===== config.mk =====
export PLATFORM = sky130hd
export DESIGN_NAME = wb_sram_arb
export DESIGN_NICKNAME = d
export VERILOG_FILES = /design/src/rtl/wb_sram_pkg.sv /design/src/rtl/wb_sram_arb_pick.sv /design/src/rtl/wb_sram_arb.sv
export SDC_FILE = /design/constraint.sdc
export NUM_CORES = 1
export LEC_CHECK = 0
export ABC_CLOCK_PERIOD_IN_PS = 3300
export BUFFER_PORTS_ARGS = -buffer_cell sky130_fd_sc_hd__buf_2
export CAP_MARGIN = 20
export CORE_AREA = 4 4 103 105
export CTS_CLUSTER_DIAMETER = 100
export DETAILED_ROUTE_END_ITERATION = 16
export DIE_AREA = 0 0 107 109
export PLACE_DENSITY = 0.58
export SLEW_MARGIN = 20
export SYNTH_ARGS = -nofsm -noshare
export SYNTH_HDL_FRONTEND = slang
export SYNTH_SLANG_ARGS = --single-unit

===== constraint.sdc =====
create_clock -name clk -period 3.3 [get_ports clk]
set_input_delay 0.99 -clock clk [delete_from_list [all_inputs] [get_ports clk]]
set_output_delay 0.99 -clock clk [all_outputs]
set_load 0.05 [all_outputs]

===== src/rtl/wb_sram_pkg.sv =====
// Shared definitions for the wb_sram slave and its two-master Wishbone arbiter:
// arbiter FSM encodings, default bus widths and the watchdog counter width.
package wb_sram_pkg;

    localparam int WB_AW    = 17;
    localparam int WB_DW    = 32;
    localparam int WB_CNT_W = 8;

    typedef enum logic [1:0] {
        ST_IDLE  = 2'd0,
        ST_OWN0  = 2'd1,
        ST_OWN1  = 2'd2,
        ST_ABORT = 2'd3
    } arb_state_e;

    // One-hot owner for the grant output; ABORT and IDLE have no owner on the bus.
    function automatic logic [1:0] owner_onehot(input arb_state_e st);
        case (st)
            ST_OWN0: return 2'b01;
            ST_OWN1: return 2'b10;
            default: return 2'b00;
        endcase
    endfunction

endpackage


===== src/rtl/wb_sram_arb_pick.sv =====
// Combinational two-request picker with one-hot grant.
// Define WB_SRAM_ARB_RR_EN for round-robin on conflicts; otherwise req[0] always wins.
module wb_sram_arb_pick (
    input  logic [1:0] req,
    input  logic       last,
    output logic [1:0] gnt
);

`ifdef WB_SRAM_ARB_RR_EN
    always_comb begin
        gnt = req;
        // On a conflict the requester that did not win last time goes first.
        if (&req) begin
            gnt = last ? 2'b01 : 2'b10;
        end
    end
`else
    logic w_unused_last;
    assign w_unused_last = last;

    always_comb begin
        gnt = req;
        if (req[0]) begin
            gnt = 2'b01;
        end
    end
`endif

endmodule


===== src/rtl/wb_sram_arb.sv =====
// Two-master Wishbone arbiter in front of wb_sram, with a stall watchdog that ends
// hung transfers with err. Build option: WB_SRAM_ARB_RR_EN selects round-robin picking.
module wb_sram_arb
    import wb_sram_pkg::*;
#(
    parameter int AW      = WB_AW,
    parameter int DW      = WB_DW,
    parameter int TIMEOUT = 63
) (
    input  logic          clk,
    input  logic          rst,

    input  logic          m0_cyc_i,
    input  logic          m0_stb_i,
    input  logic          m0_we_i,
    input  logic [3:0]    m0_sel_i,
    input  logic [AW-1:0] m0_adr_i,
    input  logic [DW-1:0] m0_dat_i,
    output logic [DW-1:0] m0_dat_o,
    output logic          m0_ack_o,
    output logic          m0_err_o,

    input  logic          m1_cyc_i,
    input  logic          m1_stb_i,
    input  logic          m1_we_i,
    input  logic [3:0]    m1_sel_i,
    input  logic [AW-1:0] m1_adr_i,
    input  logic [DW-1:0] m1_dat_i,
    output logic [DW-1:0] m1_dat_o,
    output logic          m1_ack_o,
    output logic          m1_err_o,

    output logic          s_cyc_o,
    output logic          s_stb_o,
    output logic          s_we_o,
    output logic [3:0]    s_sel_o,
    output logic [AW-1:0] s_adr_o,
    output logic [DW-1:0] s_dat_o,
    input  logic [DW-1:0] s_dat_i,
    input  logic          s_ack_i,

    output logic [1:0]    gnt_o
);

    localparam logic [WB_CNT_W-1:0] TO_VAL  = WB_CNT_W'(TIMEOUT);
    localparam logic [WB_CNT_W-1:0] CNT_MAX = '1;
    localparam bit                  WD_EN   = (TIMEOUT != 0);

    arb_state_e          r_state;
    arb_state_e          w_state_next;
    logic                r_last;
    logic                w_last_next;
    logic [WB_CNT_W-1:0] r_cnt;
    logic                r_abort_m1;
    logic [1:0]          w_req;
    logic [1:0]          w_pick;
    logic                w_own;
    logic                w_own_stb;
    logic                w_expire;

    assign w_req = {m1_cyc_i, m0_cyc_i};

    wb_sram_arb_pick u_pick (
        .req  (w_req),
        .last (r_last),
        .gnt  (w_pick)
    );

    assign w_own     = (r_state == ST_OWN0) || (r_state == ST_OWN1);
    assign w_own_stb = (r_state == ST_OWN1) ? m1_stb_i : m0_stb_i;
    // An ack in the same cycle as the limit is honoured instead of aborting.
    assign w_expire  = WD_EN && (r_cnt == TO_VAL) && !s_ack_i;

    always_comb begin
        w_state_next = r_state;
        w_last_next  = r_last;
        case (r_state)
            ST_IDLE: begin
                if (w_pick[0]) begin
                    w_state_next = ST_OWN0;
                end else if (w_pick[1]) begin
                    w_state_next = ST_OWN1;
                end
                if (&w_req) begin
                    w_last_next = w_pick[1];
                end
            end
            ST_OWN0: begin
                if (!m0_cyc_i) begin
                    w_state_next = ST_IDLE;
                end else if (w_expire) begin
                    w_state_next = ST_ABORT;
                end
            end
            ST_OWN1: begin
                if (!m1_cyc_i) begin
                    w_state_next = ST_IDLE;
                end else if (w_expire) begin
                    w_state_next = ST_ABORT;
                end
            end
            default: begin
                w_state_next = ST_IDLE;
            end
        endcase
    end

    always_ff @(posedge clk or negedge rst) begin
        if (!rst) begin
            r_state    <= ST_IDLE;
            r_last     <= 1'b1;
            r_cnt      <= '0;
            r_abort_m1 <= 1'b0;
        end else begin
            r_state <= w_state_next;
            r_last  <= w_last_next;
            if (!w_own || s_ack_i) begin
                r_cnt <= '0;
            end else if (w_own_stb && (r_cnt != CNT_MAX)) begin
                r_cnt <= r_cnt + WB_CNT_W'(1);
            end
            // Remember whose transfer was killed so err goes back to that master.
            if (w_own && (w_state_next == ST_ABORT)) begin
                r_abort_m1 <= (r_state == ST_OWN1);
            end
        end
    end

    assign m0_dat_o = s_dat_i;
    assign m1_dat_o = s_dat_i;

    always_comb begin
        s_cyc_o  = 1'b0;
        s_stb_o  = 1'b0;
        s_we_o   = 1'b0;
        s_sel_o  = '0;
        s_adr_o  = '0;
        s_dat_o  = '0;
        m0_ack_o = 1'b0;
        m0_err_o = 1'b0;
        m1_ack_o = 1'b0;
        m1_err_o = 1'b0;
        gnt_o    = owner_onehot(r_state);
        case (r_state)
            ST_OWN0: begin
                s_cyc_o  = m0_cyc_i;
                s_stb_o  = m0_stb_i;
                s_we_o   = m0_we_i;
                s_sel_o  = m0_sel_i;
                s_adr_o  = m0_adr_i;
                s_dat_o  = m0_dat_i;
                m0_ack_o = s_ack_i;
            end
            ST_OWN1: begin
                s_cyc_o  = m1_cyc_i;
                s_stb_o  = m1_stb_i;
                s_we_o   = m1_we_i;
                s_sel_o  = m1_sel_i;
                s_adr_o  = m1_adr_i;
                s_dat_o  = m1_dat_i;
                m1_ack_o = s_ack_i;
            end
            ST_ABORT: begin
                m0_err_o = !r_abort_m1;
                m1_err_o = r_abort_m1;
            end
            default: begin
            end
        endcase
    end

endmodule


==> flow_summary.json <==
{
  "status": "finished clean",
  "core_area_um2": 9639,
  "dp_hpwl_um": 6080,
  "wl_um": 7402,
  "setup_viol": 0,
  "dieHeight_um": 109,
  "drv_cap": 0,
  "wire_per_inst_um": 14.95,
  "avgSynthCellArea_um2": 7.736,
  "p_total_mw": 2.620,
  "die-area_um2": 11660,
  "async_flop_share": 1.000,
  "drc": 0,
  "synth_flop_cell": "dfrtp_1",
  "fin_setup_tns_ns": 0,
  "hp-start": "r_abort_m1",
  "slowest_delay_ns": 0.44,
  "clockBufferDepth": 2,
  "synth_edf_count": 0,
  "cts_setup_buffers": 0,
  "cts_tree": "yes",
  "grt.total_usage": 0.1144,
  "grt.overflow.total": 0,
  "regArea_um2": 275.3,
  "grt_pass1_wl_um": 10830,
  "clkSinkCount": 11,
  "critPathKind": "register to output pin",
  "syn_to_final_growth_pct": 34.01,
  "holdBufCountCts": 0,
  "cp_top_family": "buffers and inverters",
  "peakVddDrop_v": 0.0003856,
  "numCtsBuffers": 3,
  "nFillCells": 1073,
  "first_global_vias": 2170,
  "ctsRootBufferMaster": "clkbuf_8",
  "tightest_slew_ns": 0.4406,
  "critPathBufInv": 3,
  "crit_path_end_kind": "output pin",
  "path_max_fanout": 50,
  "hold_viol": 0,
  "place_congestion": 0.7002,
  "clk_pin_slew_ns": 0.05,
  "clock_latency_ns": 0.24,
  "crit-reg2reg-launch": "r_state[0]",
  "ys_types": 30,
  "rsz0062_at_grt": "no",
  "multiInputGateArea_um2": 1279,
  "grt_max_degree": 59,
  "synth_top_area_frac": 0.2407,
  "yosysTopAreaCell": "buf_4",
  "crit_path_top_delay_cell": "dfrtp_1",
  "crit_chain": "inv_1 > ha_2 > buf_12 > a22oi_1 > nor2b_1 > buf_2",
  "p_per_area_nw_per_um2": 964.4,
  "first_pass_iters": 4,
  "p_leak_nw": 1.358,
  "fin_nets": 516,
  "post-route-util": 0.2818,
  "holdPathEnd": "r_abort_m1",
  "ctsHtreeMaxLevel": 1,
  "antenna_left": 0,
  "cp.required_ns": 2.31,
  "rr_worst_depth": 8,
  "min_period_over_period": 0.9155,
  "initial_core_util": 0.2103,
  "antenna_found_initial": 0,
  "avgViaCountPerCell": 4.416,
  "start_kind": "register",
  "syn-cell-area_um2": 2027,
  "ff2ff_setup_slack_ns": 0.92,
  "die_w_um": 107,
  "ys_seq_elements": 11,
  "critical_path_arrival_ns": 2.03,
  "vias": 2186,
  "cts.repair.resized": 0,
  "yosysMostFrequentCell": "buf_4",
  "synthTopCellsByCount": "buf_4 (65), nor2b_1 (57), a22oi_1 (55), clkbuf_1 (14), nor2_1 (12)",
  "syn_inst": 262,
  "ys_warn_count": 0,
  "fmax_mhz": 331.0,
  "ioPinCount": 273,
  "rows": 36,
  "r2r_end": "r_abort_m1",
  "final.min_clock_period_ns": 3.021,
  "drive_above_1_share": 0.6409,
  "drv_slew": 0,
  "synth_area_leaders": "buf_4 (24%), a22oi_1 (20%), nor2b_1 (18%)",
  "worstHoldPathType": "register to register",
  "yosysSeqAreaShare": 0.1358,
  "n_antenna_cell": 0,
  "portBuffers": 176,
  "dr.first_iter.drc_count": 93,
  "syn_nets": 415,
  "worstHoldPathCells": 1,
  "finalClockSkew_ns": 0.0007455,
  "relSlewSlack": 0.7063,
  "cp_num_cells": 6
}
==> flip-flops by register name, indices dropped and copies added, names as in the netlist <==
name	cells
r_abort_m1	1
r_cnt	8
r_state	2
==> metrics by stage <==
stage	worst slack, ns	hold WS, ns	instance area, µm²	instances
after floorplan	0.003548	0.4968	2125	262
after global placement	0.5760	0.5241	2671	491
after detailed placement	0.5462	0.5520	2671	491
after CTS	0.2695	0.5666	2716	495
after global routing	0.1431	0.5774	2716	495
final	0.2790	0.5706	2716	495
==> placed cells by master (no fill, tap or decap), types with 2 or more instances in the layout <==
master / synthesis / final
ha_1: 6 / 4
inv_1: 3 / 3
ha_2: 0 / 2
nor2b_1: 57 / 18
a21oi_1: 2 / 2
xor2_1: 6 / 6
dfrtp_1: 11 / 11
nand2_1: 3 / 3
buf_12: 0 / 2
mux2i_1: 2 / 2
clkbuf_8: 0 / 3
buf_2: 1 / 176
nor2_1: 12 / 12
and2_1: 3 / 3
and3_1: 2 / 2
nand4_1: 3 / 3
nor2b_2: 0 / 39
a22oi_1: 55 / 55
buf_4: 65 / 2
==> worst max path at each step <==
stage,from,endpoint,slack [ns]
6_report,r_state[0],s_dat_o[20],0.28
4_1_cts,r_state[0],s_dat_o[20],0.27
2_1_floorplan,r_state[0],s_dat_o[16],0.004
3_5_place_dp,r_state[0],s_dat_o[20],0.55
5_1_grt,r_state[0],s_dat_o[20],0.14
3_3_place_gp,r_state[1],s_dat_o[8],0.58
==> power breakdown <==
group | switching (mW) | total (mW) | internal [mW]
combinational | 1.56 | 2.30 | 0.738
sequential | 0.0274 | 0.183 | 0.155
clock | 0.0542 | 0.139 | 0.0852
==> cell type report <==
type                       instances  area share
multi-input combinational        163      0.4708
timing repair buffer             180      0.3445
sequential                        11      0.1013
tap                              133     0.06126
clock buffer                       4     0.01658
inverter                           4    0.005527
==> per-layer routing <==
metal / track usage / wire, µm / vias up
li1: - / - / 1045
met1: 0.1358 / 2847 / 984
met2: 0.1974 / 3651 / 122
met3: 0.02013 / 662 / 35
met4: 0.06027 / 240 / 0
met5: 0 / 0 / -
==> kinds of logic after synthesis <==
kind of cell               count (synthesis)  share of synthesized area
and+or+nand+nor                           85                     0.2543
buffers and inverters                     88                     0.2839
AOI/OAI and AO/OA                         62                     0.2414
DFF                                       11                     0.1358
adders and majority gates                  6                    0.03704
xor gates and xnor gates                   7                    0.03025
muxes                                      3                    0.01728
Power figures use the tool's default switching activity.
